**config.mk**
```make
export PLATFORM = sky130hd
export DESIGN_NAME = pc_ifid_stage_flat
export DESIGN_NICKNAME = d
export VERILOG_FILES = /design/src/rtl/pipeline_pkg.sv /design/src/rtl/pc_ifid_stage_if.sv /design/src/rtl/pc_ifid_stage_stall_watchdog.sv /design/src/rtl/pc_ifid_stage.sv /design/src/flat_wrapper.sv
export SDC_FILE = /design/constraint.sdc
export NUM_CORES = 1
export LEC_CHECK = 0
export ABC_AREA = 1
export BUFFER_PORTS_ARGS = -buffer_cell sky130_fd_sc_hd__buf_2
export CELL_PAD_IN_SITES_DETAIL_PLACEMENT = 0
export CELL_PAD_IN_SITES_GLOBAL_PLACEMENT = 2
export CORE_AREA = 3 3 191 119
export CTS_CLUSTER_SIZE = 30
export DETAILED_ROUTE_END_ITERATION = 6
export DIE_AREA = 0 0 194 122
export GPL_TIMING_DRIVEN = 0
export PLACE_DENSITY = 0.88
export SYNTH_ARGS = -nofsm -noshare
export SYNTH_HDL_FRONTEND = slang
export SYNTH_SLANG_ARGS = --single-unit
```
**constraint.sdc**
```tcl
create_clock -name clk -period 2.1 [get_ports clk]
set_clock_uncertainty 0.05 [all_clocks]
set_input_delay 0.315 -clock clk [delete_from_list [all_inputs] [get_ports clk]]
set_output_delay 0.315 -clock clk [all_outputs]
set_load 0.02 [all_outputs]
```
**src/rtl/pipeline_pkg.sv**
```systemverilog
// pipeline_pkg: shared fetch-stage constants and stage-state encoding
package pipeline_pkg;
  localparam int PC_W = 32;
  localparam logic [1:0] ST_RUN = 2'd0;
  localparam logic [1:0] ST_HOLD = 2'd1;
  localparam logic [1:0] ST_FLUSH = 2'd2;
  localparam logic [31:0] NOP_DEFAULT = 32'h0000_0000;
endpackage

```
**src/rtl/pc_ifid_stage_if.sv**
```systemverilog
// pc_ifid_stage_if: hazard/redirect inputs and fetch/IF-ID outputs of the fetch stage
interface pc_ifid_stage_if #(parameter int CNT_W = 16);
  logic pcEnable;
  logic ifEnable;
  logic redirect;
  logic [31:0] redirectPc;
  logic [31:0] instrIn;
  logic [31:0] pcOut;
  logic [31:0] ifidInstr;
  logic [31:0] ifidPcPlus4;
  logic ifidValid;
  logic [1:0] stageState;
  logic [CNT_W-1:0] stallCount;
  logic stallTimeout;
  modport master (
    output pcEnable, ifEnable, redirect, redirectPc, instrIn,
    input pcOut, ifidInstr, ifidPcPlus4, ifidValid, stageState, stallCount, stallTimeout
  );
  modport slave (
    input pcEnable, ifEnable, redirect, redirectPc, instrIn,
    output pcOut, ifidInstr, ifidPcPlus4, ifidValid, stageState, stallCount, stallTimeout
  );
endinterface

```
**src/rtl/pc_ifid_stage_stall_watchdog.sv**
```systemverilog
// stall_watchdog: saturating stall statistics and sticky consecutive-stall timeout
module stall_watchdog #(
  parameter int CNT_W = 16,
  parameter int WDOG_LIMIT = 64
) (
  input  logic clk,
  input  logic reset,
  input  logic stall,
  input  logic clear,
  output logic [CNT_W-1:0] stallCount,
  output logic stallTimeout
);
  localparam int WW = $clog2(WDOG_LIMIT + 1);
  logic [WW-1:0] consec;
  // clear wins over stall; both counters saturate, timeout latches until reset
  always_ff @(posedge clk) begin
    if (reset) begin
      stallCount <= '0;
      consec <= '0;
      stallTimeout <= 1'b0;
    end else if (clear) begin
      consec <= '0;
    end else if (stall) begin
      stallCount <= &stallCount ? stallCount : stallCount + 1'b1;
      consec <= consec == WW'(WDOG_LIMIT) ? consec : consec + 1'b1;
      stallTimeout <= stallTimeout | (consec >= WW'(WDOG_LIMIT - 1));
    end
  end
endmodule

```
**src/rtl/pc_ifid_stage.sv**
```systemverilog
// pc_ifid_stage: PC and IF/ID register sequencing advance, hold and flush cycles
module pc_ifid_stage import pipeline_pkg::*; #(
  parameter logic [PC_W-1:0] RESET_PC = 32'h0000_0000,
  parameter logic [31:0] NOP_INSTR = NOP_DEFAULT,
  parameter int CNT_W = 16,
  parameter int WDOG_LIMIT = 64
) (
  input logic clk,
  input logic reset,
  pc_ifid_stage_if.slave bus
);
  logic stall;
  logic [PC_W-1:0] pcNext;
  assign stall = !bus.redirect && !(bus.pcEnable && bus.ifEnable);
  assign pcNext = bus.pcOut + 32'd4;
  stall_watchdog #(.CNT_W(CNT_W), .WDOG_LIMIT(WDOG_LIMIT)) watchdog (
    .clk(clk),
    .reset(reset),
    .stall(stall),
    .clear(!stall),
    .stallCount(bus.stallCount),
    .stallTimeout(bus.stallTimeout)
  );
  // redirect beats stall beats advance; a mismatched enable pair stalls both registers
  always_ff @(posedge clk) begin
    if (reset) begin
      bus.pcOut <= RESET_PC;
      bus.ifidInstr <= NOP_INSTR;
      bus.ifidPcPlus4 <= RESET_PC + 32'd4;
      bus.ifidValid <= 1'b0;
      bus.stageState <= ST_RUN;
    end else if (bus.redirect) begin
      bus.pcOut <= {bus.redirectPc[31:2], 2'b00};
      bus.ifidInstr <= NOP_INSTR;
      bus.ifidValid <= 1'b0;
      bus.stageState <= ST_FLUSH;
    end else if (stall) begin
      bus.stageState <= ST_HOLD;
    end else begin
      bus.pcOut <= pcNext;
      bus.ifidInstr <= bus.instrIn;
      bus.ifidPcPlus4 <= pcNext;
      bus.ifidValid <= 1'b1;
      bus.stageState <= ST_RUN;
    end
  end
endmodule

```
**src/flat_wrapper.sv**
```systemverilog
// flat-port wrapper written by rule: the top's interface ports become plain ports
module pc_ifid_stage_flat import pipeline_pkg::*;
#(
  parameter logic [PC_W-1:0] RESET_PC = 32'h0000_0000,
  parameter logic [31:0] NOP_INSTR = NOP_DEFAULT,
  parameter int CNT_W = 16,
  parameter int WDOG_LIMIT = 64
)
  (clk, reset, bus_pcEnable, bus_ifEnable, bus_redirect, bus_redirectPc, bus_instrIn, bus_pcOut, bus_ifidInstr, bus_ifidPcPlus4, bus_ifidValid, bus_stageState, bus_stallCount, bus_stallTimeout);
  pc_ifid_stage_if #(.CNT_W(CNT_W)) bus_i ();
  input logic clk;
  input logic reset;
  input wire logic [$bits(bus_i.pcEnable)-1:0] bus_pcEnable;
  input wire logic [$bits(bus_i.ifEnable)-1:0] bus_ifEnable;
  input wire logic [$bits(bus_i.redirect)-1:0] bus_redirect;
  input wire logic [$bits(bus_i.redirectPc)-1:0] bus_redirectPc;
  input wire logic [$bits(bus_i.instrIn)-1:0] bus_instrIn;
  output wire logic [$bits(bus_i.pcOut)-1:0] bus_pcOut;
  output wire logic [$bits(bus_i.ifidInstr)-1:0] bus_ifidInstr;
  output wire logic [$bits(bus_i.ifidPcPlus4)-1:0] bus_ifidPcPlus4;
  output wire logic [$bits(bus_i.ifidValid)-1:0] bus_ifidValid;
  output wire logic [$bits(bus_i.stageState)-1:0] bus_stageState;
  output wire logic [$bits(bus_i.stallCount)-1:0] bus_stallCount;
  output wire logic [$bits(bus_i.stallTimeout)-1:0] bus_stallTimeout;
  assign bus_i.pcEnable = bus_pcEnable;
  assign bus_i.ifEnable = bus_ifEnable;
  assign bus_i.redirect = bus_redirect;
  assign bus_i.redirectPc = bus_redirectPc;
  assign bus_i.instrIn = bus_instrIn;
  assign bus_pcOut = bus_i.pcOut;
  assign bus_ifidInstr = bus_i.ifidInstr;
  assign bus_ifidPcPlus4 = bus_i.ifidPcPlus4;
  assign bus_ifidValid = bus_i.ifidValid;
  assign bus_stageState = bus_i.stageState;
  assign bus_stallCount = bus_i.stallCount;
  assign bus_stallTimeout = bus_i.stallTimeout;
  pc_ifid_stage #(.RESET_PC(RESET_PC), .NOP_INSTR(NOP_INSTR), .CNT_W(CNT_W), .WDOG_LIMIT(WDOG_LIMIT)) u_core (.clk(clk), .reset(reset), .bus(bus_i));
endmodule
```
-- After elaboration in Yosys (flattened, before gate mapping)
Cells that the tools add are included.
- register bits: 123
- bits of input ports: 69
- word-level logic and storage cells: 33
- $add $sub $neg: 3
- magnitude comparators: 1
- equality and inequality tests: 2
- mux-type cells: 4
- bitwise gates (word level): 4
- reduce and logical (&&, ||, !) cells: 9
- operator list (operator ; count):
    32-bit two-way mux ; 2
    32-bit by 3-bit adder with 32-bit output, second input constant ; 1
    16-bit by 1-bit adder with 16-bit output, second input constant ; 1
    16-bit AND reduction ; 1
    7-bit by 1-bit adder with 7-bit output, second input constant ; 1
    7-bit equality test, second input constant ; 1
    7-bit by 6-bit greater-or-equal comparator with 1-bit output, second input constant ; 1
    2-bit AND reduction ; 2
    2-bit OR reduction ; 2
    1-bit NOT ; 3
    1-bit logical AND ; 2
    1-bit logical NOT ; 2
    2-bit two-way mux ; 1
    2-bit inequality test, second input constant ; 1
    1-bit two-way mux ; 1
    1-bit OR ; 1

-- Logic depth before layout (Yosys ltp)
Gate-level depths: netlist (run 1).
- depth in word-level cells: 5
- depth in mapped cells: 9
- mapped depth without buffers: 9

-- Cells and area by module
Synthesis (run 1) repeated with hierarchy kept, for this count alone.
- cells, all modules: 831
- area, all modules: 5741.8 um^2
- by module, submodules not included (module ; instances ; cells each ; area each (um^2)):
    pc_ifid_stage ; 1 ; 622 ; 4322.9
    stall_watchdog ; 1 ; 209 ; 1418.9

-- Worst setup path before layout (run 1)
Ideal clock, no wire load.
- path type: reg-to-reg
- from: register u_core.watchdog.stallCount[1]
- to: register u_core.watchdog.stallCount[1]
- setup time: 0.116 ns
- data arrival time: 1.616 ns
- data required time: 1.934 ns
- setup slack: 0.319 ns
- cell stages (with the launch flop): 10
- buffers on the path: 1
- period minus slack after synthesis: 1.781 ns
- cells stage by stage: dfxtp_1 > ha_1 > nand3_2 > nor3_4 > nand3_2 > nand2_4 > inv_2 > buf_6 > nor2_1 > nor2_1
- word-level cells in the longest chain between the ends: 3
- elaborated cells on any way between the ends: 4
- RTL lines (item ; line ; source):
    from (decl) ; pc_ifid_stage_stall_watchdog.sv:10 ; output logic [CNT_W-1:0] stallCount,
    from (signal assigned) ; pc_ifid_stage_stall_watchdog.sv:24 ; stallCount <= &stallCount ? stallCount : stallCount + 1'b1;
    branches (longest 3 deep; another with 16-bit by 1-bit adder with 16-bit output) ; - ;
Parallel ways; which one is timed is not known.
A chain may end at the register's enable or synchronous reset.

-- Final worst setup path (run 1)
- from: register u_core.bus.pcOut[5]
- to: register u_core.bus.pcOut[11]
- word-level cells in the longest chain between the ends: 3
- RTL lines (item ; line ; source):
    from (decl) ; pc_ifid_stage_if.sv:21 ; output pcOut, ifidInstr, ifidPcPlus4, ifidValid, stageState, stallCount, stallTimeout
    from (signal assigned) ; pc_ifid_stage.sv:33 ; bus.pcOut <= {bus.redirectPc[31:2], 2'b00};
    from (signal assigned) ; pc_ifid_stage.sv:40 ; bus.pcOut <= pcNext;
    32-bit by 3-bit adder with 32-bit output ; pc_ifid_stage.sv:15 ; assign pcNext = bus.pcOut + 32'd4;
    32-bit two-way mux ; pc_ifid_stage.sv:37 ; end else if (stall) begin
    32-bit two-way mux ; pc_ifid_stage.sv:32 ; end else if (bus.redirect) begin
Every way passes these cells. The select of a mux whose other input is x is not followed.

==> results of run 1 <==
cell usage in the layout (no fill, tap or decap), drive strengths merged, types with 5 or more instances in the layout:
cell and n:
nand2 247, a21oi 85, clkbuf 43, xor2 12
dfxtp 119, clkinvlp 5, nand3 30, clkinv 6
buf 190, o21ai 49, a31oi 8, xnor2 5
nor2 104, inv 71, a22o 7, nor3 7
state kept, by name, indices dropped and copies added (netlist names):
register                      count
u_core.bus.pcOut                 30
u_core.bus.ifidInstr             32
u_core.bus.ifidPcPlus4           30
u_core.bus.ifidValid              1
u_core.watchdog.consec            7
u_core.bus.stageState             2
u_core.watchdog.stallCount       16
u_core.watchdog.stallTimeout      1
layer usage:
metal	share of wire [%]	GRT usage (%)	vias to the layer above
li1	-	-	2945
met1	52	24.5	2576
met2	38	22.5	172
met3	8.9	7.16	19
met4	0.90	3.90	8
met5	0.22	0	-
final timing paths:
check,start,end,slack [ps],cells past startpoint
worst max-delay path,u_core.bus.pcOut[5],u_core.bus.pcOut[11],170,7
worst min-delay path,bus_instrIn[19],u_core.bus.ifidInstr[19],80,3
worst max register to register,u_core.bus.pcOut[5],u_core.bus.pcOut[11],170,7
worst min register to register,u_core.bus.ifidPcPlus4[26],u_core.bus.ifidPcPlus4[26],410,2
what timing repair did:
item | in CTS | in global routing
gates resized for setup | 0 | 5
endpoints found under the setup margin | 0 | 18
hold buffers | 0 | 0
per-stage QoR:
stage	std cells	total power [uW]	area [um2]	hold slack [ps]	setup slack (ps)
after floorplan	802	2800	5460	393	319
after global placement	1259	3070	6700	396	-154
after detailed placement	1259	3070	6700	402	-150
after CTS	1291	5990	7280	52.9	97.0
after global routing	1291	6170	7290	74.2	3.77
final	1292	5910	7290	80.5	169
tightest hold or removal path, stage by stage:
cell and delay (ps):
buf_2 70, o21ai_1 60, nor2_1 70
final cells by class:
cell class	instances	area (um2)	area share (%)
diodes	1	2.50	0.0343
plain buffers	36	178	2.44
clock buffers	19	443	6.07
clock inverters	13	131	1.80
inverters	71	267	3.65
multi-input cells	576	2650	36.3
flip-flops and latches	119	2380	32.7
well taps	279	349	4.79
repair buffers	178	891	12.2
cells by family (layout without fill, tap and decap cells):
kind of cell / after synthesis / count (layout) / share of synthesized area [%]
AOI/OAI and AO/OA: 152 / 152 / 14.8
and+or+nand+nor: 399 / 399 / 29.6
xor gates and xnor gates: 17 / 17 / 2.73
other: 1 / 5 / 0.0688
buffers and inverters: 107 / 317 / 8.15
adders and majority gates: 4 / 4 / 0.918
DFF: 119 / 119 / 43.7
power by group:
group / switching (uW) / internal (uW)
clock: 1130 / 1760
sequential: 79.6 / 2340
combinational: 389 / 202
total: 1600 / 4310
==> metrics.cfg, run 1 <==
[clocking]
cts_inserted_buffers=17
cts.clk_slew.worst_paths_ps=60
cts_buffer_depth=2
postCtsSetupBuffers=0
root_buffer=clkbuf_16
cts_tree=built
clk_latency_ps=420
htreeDepth=4
cts.sinks=119

[placed_design]
gp_congestion=0.871
port_buffers=178
dp_hpwl_um=15600

[detailed_routing]
drtIter0Drc=272
totalWireLength_um=20100
dr.pass1.iters=5
ant_nets=0
wire_per_inst_um=15.5
viasPerCell=4.43
vias=5720
drc=0

[sta]
relSlewSlack_pct=57.3
fmax_mhz=518
hold_violations=0
layout_min_cycle_time_ps=1930
rsz0062_at_grt=false
period_share_pct=91.9
fin_setup_tns_ps=0
setup_viol=0
worstMarginPinSlew_ps=639
maxSlewViolCount=0

[synth]
yosys-top-cells-area=dfxtp_1 44%, nand2_1 17%, a21oi_1 7.7%
synth_area_um2=5450
synthTopCellsByCount=246 x nand2_1, 119 x dfxtp_1, 103 x nor2_1
synthDominantCellAreaShare_pct=43.7
syn_area_per_cell_um2=6.82
yosys.area.top_type=dfxtp_1
ys_seq_area_share_pct=43.7
async_reset_ff_share_pct=0
yosysWarnings=0
netlist_instances=799
synth-edff-count=0
yosysUniqueCellTypes=34
synth_top_flop_cell=dfxtp_1
yosysMostFrequentCell=nand2_1
ys_ff_latch=119

[layout]
layout-drive-gt1-share_pct=22.9
layout.core_utilization_pct=34.8
nFillCells=2381
area_delta_synth_final_pct=33.8
layout.nets=1072

[setup_path]
slowest_stage=dfxtp_1
path_max_fanout=8
path_buf_inv=0
crit_type=flip-flop to flip-flop
cp.required_ps=2330
cp_top_family=simple AND/OR/NAND/NOR gates
slowest_delay_ps=470
crit_path_cell_trace=nand2_1, nor2_1, nand2_1, nor2_2, a21oi_1, o21ai_0, a21oi_1
startpoint_type=flip-flop
crit_path_end_kind=flip-flop
cp.arrival_ps=2160

[run]
drv_cap=0

[global_route]
grt_pass1_wl_um=30400
grt_max_degree=17
grt-ovfl-total=0
antenna_found_initial=4
grt_pass1_vias=5238
track_usage_pct=16.8

[status]
status=complete, no violations

[die]
dieWidth_um=194
dieArea_um2=23700
coreArea_um2=20900
io_pins=185
die_y_um=122
num_rows=41
floorplan.initialDensity_pct=26.0

[pwr]
power_density_nw_per_um2=810
vdd_drop_max_uv=525
p_leak_uw=0.00326

[worst_hold_path]
hp-class=primary input to flip-flop

(Power assumes the default switching activity.)
==> run 2, diff against run 1 <==
Settings changed: CORE_AREA 3 3 191 119 to 3 3 150 152, DIE_AREA 0 0 194 122 to 0 0 153 155, PLACE_DENSITY 0.88 to 0.89, SYNTH_HIERARCHICAL set to 1.
==> run 2 against run 1 <==
Net effect:
- via count rose by 2.5%
- power rose by 0.99%
- cell count rose by 2.0%
- first-iteration DRC count rose by 4.8%
- core utilization rose by 0.97 points
- register-to-register slack improved by 80 ps
- wire length fell by 3.6%
- sequential power barely moved
- combinational power barely moved
- fmax rose by 3.5%
- die area rose by 0.20%
==> metrics.cfg, run 2 <==
[sta]
fin_setup_tns_ps=0  ; unchanged
relSlewSlack_pct=57.6  ; +0.35 points
fmax_mhz=536  ; +3.5%
setup_viol=0  ; unchanged
hold_violations=0  ; unchanged
period_share_pct=88.9  ; -3.1 points
worstMarginPinSlew_ps=636  ; -2.94 ps
layout_min_cycle_time_ps=1870  ; -64.8 ps
maxSlewViolCount=0  ; unchanged
rsz0062_at_grt=false

[setup_path]
cp.required_ps=2410  ; +80 ps
r2r_cells=7  ; unchanged
crit_path_cell_trace=buf_2, nand2_2, nand2_1, inv_2, buf_4, buf_4, inv_2, nor2_4, inv_2, nor2_4, buf_6, nand2_1, a21oi_2
cp.arrival_ps=2180  ; +20 ps
path_buf_inv=7  ; +7
crit_path_end_kind=flip-flop
path_max_fanout=12  ; +4
r2r_start=u_core/bus.pcOut[2]
cp_top_family=buffers and inverters
slowest_delay_ps=220  ; -250 ps
r2r_slack_ps=250  ; +80 ps
critical_path.most_common_cell=inv_2
slowest_stage=buf_4
crit_type=primary input to flip-flop
startpoint_type=primary input
r2r-end=u_core/bus.ifidPcPlus4[16]

[clocking]
cts.clk_slew.worst_paths_ps=60  ; about the same
cts.sinks=119  ; unchanged
root_buffer=clkbuf_16
htreeDepth=4  ; unchanged
clk_latency_ps=420  ; about the same
cts-resized-gates=0  ; unchanged
cts_tree=built
cts_buffer_depth=2  ; unchanged
hold_buffers=0  ; unchanged
postCtsSetupBuffers=0  ; unchanged
cts_inserted_buffers=17  ; unchanged

[run]
drv_cap=0  ; unchanged

[pwr]
power.total_uw=5970  ; +0.99%
power_density_nw_per_um2=788  ; -2.8%
p_leak_uw=0.00337  ; +3.3%
vdd_drop_max_uv=505  ; -3.8%

[placed_design]
dp_cells=1286  ; +2.1%
gp_congestion=0.901  ; +3.5%
port_buffers=177  ; -0.56%
dp_hpwl_um=14800  ; -5.1%

[detailed_routing]
wire_per_inst_um=14.7  ; -5.5%
ant_nets=0  ; unchanged
totalWireLength_um=19400  ; -3.6%
drtIter0Drc=285  ; +4.8%
viasPerCell=4.45  ; +0.48%
drc=0  ; unchanged
vias=5863  ; +2.5%
dr.pass1.iters=5  ; unchanged

[die]
dieWidth_um=153  ; -21%
floorplan.initialDensity_pct=27.1  ; +1.1 points
num_rows=53  ; +29%
dieArea_um2=23700  ; +0.20%
die_y_um=155  ; +27%
io_pins=185  ; unchanged
coreArea_um2=21200  ; +1.1%

[worst_hold_path]
worst_hold_startpoint=bus_instrIn[14]
hold_path_depth=3  ; unchanged
hold_path_end=u_core/bus.ifidInstr[14]
hp-class=primary input to flip-flop

[layout]
top_regs=u_core/bus.ifidInstr x32, u_core/bus.ifidPcPlus4 x30, u_core/bus.pcOut x30
regMostFlops=u_core/bus.ifidInstr
nFillCells=2305  ; -3.2%
layout_commonest_cell=nand2_1
most-common-layout-cells=252 x nand2_1, 188 x buf_2, 119 x dfxtp_1, 89 x nor2_1, 85 x a21oi_1
layout.core_utilization_pct=35.8  ; +0.97 points
antenna_cells=0  ; -1
area_delta_synth_final_pct=31.9
layout-drive-gt1-share_pct=26.9  ; +4.0 points
largest_reg_flops=32  ; unchanged
fin_cells=1318  ; +2.0%
layout.nets=1103  ; +2.9%

[global_route]
antenna_found_initial=2  ; -2
track_usage_pct=16.1  ; -0.71 points
grt_pass1_wl_um=30200  ; -0.66%
grt_pass1_vias=5664  ; +8.1%
grt_max_degree=17  ; unchanged
grt-ovfl-total=0  ; unchanged

[synth]
ys_ff_latch=119  ; unchanged
synth-edff-count=0  ; unchanged
synth_top_flop_cell=dfxtp_1
async_reset_ff_share_pct=0  ; unchanged
netlist_instances=831  ; +4.0%
syn_area_per_cell_um2=6.91  ; +1.3%
yosysUniqueCellTypes=31  ; -8.8%
yosysMostFrequentCell=nand2_1
ys_seq_area_share_pct=41.5  ; -2.2 points
yosysWarnings=6  ; +6
yosys.area.top_type=dfxtp_1
synthTopCellsByCount=253 x nand2_1, 119 x dfxtp_1, 90 x nor2_1
synthDominantCellAreaShare_pct=41.5  ; -2.2 points
synth_area_um2=5740  ; +5.3%
yosys-top-cells-area=dfxtp_1 41%, nand2_1 17%, a21oi_1 7.4%

[status]
status=complete, no violations

[run 2: changes by cell type in the layout (fill, tap and decap cells not counted), moves of 4 or more]
cell / before / now
a21oi_2: 1 / 8
buf_2: 182 / 188
clkbuf_1: 25 / 15
nand2_1: 245 / 252
nand2_2: 1 / 13
nand3_1: 28 / 32
nor2_1: 99 / 89
nor2_2: 4 / 11
nor2_4: 1 / 16
nor3_1: 6 / 2
o21ai_0: 47 / 37
o21ai_1: 2 / 8
[run 2: cells by family after synthesis]
kind of cell	share of synthesized area, %
AO/OA/AOI/OAI	14.8
other	0.0653
AND/OR/NAND/NOR	32.4
flip-flops	41.5
XOR/XNOR	2.29
buffers and inverters	8.02
adder cells (fa/ha/maj)	0.872
[run 2: through the flow]
step	instance area, um2	hold slack [ps]	setup WS (ps)
detailed placement	6980	402	-414
global placement	6980	396	-416
CTS	7570	74.6	29.0
floorplan	5750	402	261
finish	7580	93.8	234
global route	7580	79.3	44.0
[run 2: cell type report]
class	count	area, um2	area share (%)
Multi-Input combinational cell	604	2920	38.5
Sequential cell	119	2380	31.4
Timing Repair Buffer	177	886	11.7
Clock buffer	19	433	5.71
Tap cell	275	344	4.54
Inverter	77	289	3.82
Buffer	34	171	2.26
Clock inverter	13	155	2.05
[run 2: worst max-delay path by stage]
stage,from,to,slack (ps),cells past startpoint
final,bus_pcEnable,u_core/watchdog/stallCount[6],230,13
after global routing,bus_pcEnable,u_core/watchdog/stallCount[3],40,13
after CTS,bus_pcEnable,u_core/watchdog/stallCount[6],30,13
after detailed placement,bus_pcEnable,u_core/watchdog/stallCount[6],-410,13
after global placement,bus_pcEnable,u_core/watchdog/stallCount[10],-420,13
after floorplan,bus_redirect,u_core/watchdog/stallCount[10],260,13
[run 2: where the power goes]
group | leakage (uW) | internal, uW | switching (uW)
registers | 0.000971 | 2340 | 78.6
clock network | 0.000283 | 1860 | 1100
logic | 0.00211 | 204 | 388
[run 2: worst min-delay path: cells and delay by family]
kind	cells	cell delay, ps
buffers and inverters	1	90
AND/OR/NAND/NOR	1	50
AO/OA/AOI/OAI	1	50
[run 2: routing by layer]
layer,global-route usage [%],vias to the layer above,part of all wire [%]
met5,0,-,0.11
met4,3.99,4,0.98
met3,5.37,14,6.6
met2,25.6,172,45
met1,21.1,2637,48
li1,-,3036,-
==> run 3, diff against run 2 <==
Settings changed: CORE_AREA 3 3 150 152 to 3 3 159 161, DIE_AREA 0 0 153 155 to 0 0 162 164, PLACE_DENSITY 0.89 to 0.85.
Clock period 2.1 ns to 1.54 ns, I/O delays scaled along.
==> run 3 against run 2 <==
Net effect:
- wire length increased by 2.9%
- critical path depth decreased by 2
- non-clock buffer count increased by 20
- final area increased by 9.2%
- power increased by 46%
- hold slack got worse by 74 ps
- highest routed layer unchanged
- first-iteration DRC count increased by 32%
- sequential power increased by 36%
- count of clock-buffer cells in the layout increased by 5
==> metrics.cfg, run 3 (synthesis gave the netlist of run 2 again) <==
[status]
status=complete, no violations

[clocking]
root_buffer=clkbuf_16
cts.clk_slew.worst_paths_ps=60  ; about the same
cts_buffer_depth=2  ; unchanged
htreeDepth=4  ; unchanged
cts_inserted_buffers=17  ; unchanged
cts_tree=built
clk_latency_ps=420  ; about the same
cts.sinks=119  ; unchanged

[sta]
rsz0062_at_grt=true
setup_viol=0  ; unchanged
period_share_pct=98.5
hold_violations=0  ; unchanged
relSlewSlack_pct=55.3  ; -2.3 points
layout_setup_ws_ps=23.1  ; -211 ps
fin_hold_ws_ps=20.2  ; -73.5 ps
fin_setup_tns_ps=0  ; unchanged
layout_min_cycle_time_ps=1520
fmax_mhz=659
worstMarginPinSlew_ps=670  ; +34.3 ps
maxSlewViolCount=0  ; unchanged

[pwr]
p_leak_uw=0.00361  ; +7.1%
pwr-share-seq_pct=37.8  ; -2.7 points
switching_share_pct=24.5  ; -1.8 points
netSwitchingPower_uw=2130  ; +36%
power.internal_uw=6580  ; +50%
p_clk_share_pct=52.1  ; +2.5 points
power_frac_comb_pct=10.0  ; about the same
power_density_nw_per_um2=1050  ; +34%
power.total_uw=8710  ; +46%
vdd_drop_max_uv=545  ; +7.9%

[die]
dieWidth_um=162  ; +5.9%
die_y_um=164  ; +5.8%
num_rows=57  ; +7.5%
dieArea_um2=26600  ; +12%
coreArea_um2=24100  ; +14%
floorplan.initialDensity_pct=23.8  ; -3.3 points
io_pins=185  ; unchanged

[layout]
regMostFlops=u_core/bus.ifidInstr
layout_commonest_cell=nand2_1
nFillCells=2697  ; +17%
multi_input_area_um2=3190  ; +9.4%
largest_reg_flops=32  ; unchanged
layout.core_utilization_pct=34.3  ; -1.5 points
seq_area_um2=2460  ; +3.4%
top_regs=u_core/bus.ifidInstr x32, u_core/bus.ifidPcPlus4 x30, u_core/bus.pcOut x30
layout.nets=1123  ; +1.8%
area_delta_synth_final_pct=44.1
most-common-layout-cells=234 x nand2_1, 186 x buf_2, 86 x dfxtp_1, 77 x a21oi_1, 68 x inv_1
layout-drive-gt1-share_pct=36.5  ; +9.6 points

[detailed_routing]
drtIter0Drc=376  ; +32%
wire_per_inst_um=14.4  ; -2.3%
totalWireLength_um=19900  ; +2.9%
vias=5970  ; +1.8%
drc=0  ; unchanged
ant_nets=0  ; unchanged
viasPerCell=4.30  ; -3.3%
dr.pass1.iters=5  ; unchanged

[setup_path]
startpoint_type=flip-flop
cp.arrival_ps=1740  ; -440 ps
path_max_fanout=5  ; -7
crit_path_cell_trace=ha_4, inv_4, nor2_4, nand2_4, buf_4, clkinv_1, nand2_1, nand2_1, nand2_1, nand2_2, a21oi_1
slowest_delay_ps=380  ; +160 ps
critical_path.most_common_cell=nand2_1
crit_type=flip-flop to flip-flop
cp.required_ps=1760  ; -650 ps
slowest_stage=dfxtp_4
crit_path_end_kind=flip-flop

[global_route]
grt_pass1_vias=5715  ; +0.90%
antenna_found_initial=3  ; +1
grt_max_degree=22  ; +5
grt-ovfl-total=0  ; unchanged
grt_pass1_wl_um=31100  ; +3.0%
track_usage_pct=15.0  ; -1.1 points

[placed_design]
port_buffers=177  ; unchanged
dp_hpwl_um=15200  ; +2.3%
gp_congestion=0.811  ; -10%
pre_cts_ws_ps=-592  ; -178 ps

[run]
drv_cap=0  ; unchanged

[worst_hold_path]
hp-class=primary input to flip-flop

-- run 3: cell count changes in the layout (fill, tap and decap cells not counted), sizes merged, moves of 2 or more --
cell and delta:
clkinv -3, buf +15, dlygate4sd3 +5, clkinvlp -3
clkbuf +5, bufinv +2
-- run 3: final timing paths --
check	startpoint	to	slack [ps]	depth (start not counted)
setup reg to reg	u_core/bus.pcOut[3]	u_core/bus.ifidPcPlus4[26]	20	11
hold / removal	bus_instrIn[22]	u_core/bus.ifidInstr[22]	20	3
hold reg to reg	u_core/bus.ifidInstr[22]	u_core/bus.ifidInstr[22]	410	2
setup / recovery	u_core/bus.pcOut[3]	u_core/bus.ifidPcPlus4[26]	20	11
-- run 3: through the flow --
| step | area [um2] | std cells |
|---|---|---|
| 4_1_cts | 7900 | 1374 |
| 6_report | 8280 | 1388 |
| 2_1_floorplan | 5810 | 834 |
| 3_3_place_gp | 7100 | 1335 |
| 5_1_grt | 8270 | 1387 |
| 3_5_place_dp | 7100 | 1335 |
-- run 3: layout make-up --
| class | count | share of cell area, % |
|---|---|---|
| multi-input combinational | 604 | 38.5 |
| clock inverter | 8 | 2.00 |
| buffer | 32 | 2.09 |
| timing repair buffer | 199 | 13.0 |
| antenna | 1 | 0.0302 |
| clock buffer | 24 | 6.06 |
| inverter | 77 | 3.61 |
| tap | 324 | 4.90 |
| sequential | 119 | 29.8 |
-- run 3: what timing repair did --
item / in CTS / in global routing
pin swaps: 4 / 28
resized for setup: 25 / 92
endpoints found under the hold margin: 5 / 0
buffers inserted: 3 / 14
endpoints found under the setup margin: 49 / 62
hold buffers: 5 / 0
-- run 3: power groups by stage --
stage / clock [uW] / sequential (uW) / combinational (uW)
final: 4540 / 3300 / 872
after global routing: 4780 / 3320 / 970
after CTS: 4660 / 3300 / 855
after detailed placement: 0 / 3370 / 836
after global placement: 0 / 3360 / 835
after floorplan: 0 / 3470 / 373
-- run 3: critical path: cells and delay by family (launching register included) --
| kind | cells | cell delay [ps] |
|---|---|---|
| and+or+nand+nor | 6 | 480 |
| adders and majority gates | 1 | 170 |
| DFF | 1 | 380 |
| AOI/OAI and AO/OA | 1 | 60 |
| buffers and inverters | 3 | 250 |
-- run 3: routing by layer --
metal	GRT usage [%]	part of all wire (%)	vias up	routed length, um
li1	-	-	3074	-
met1	19.9	47	2727	9380
met2	23.9	45	143	9030
met3	4.44	6.3	20	1250
met4	3.64	1.1	6	215
met5	0	0.19	-	37
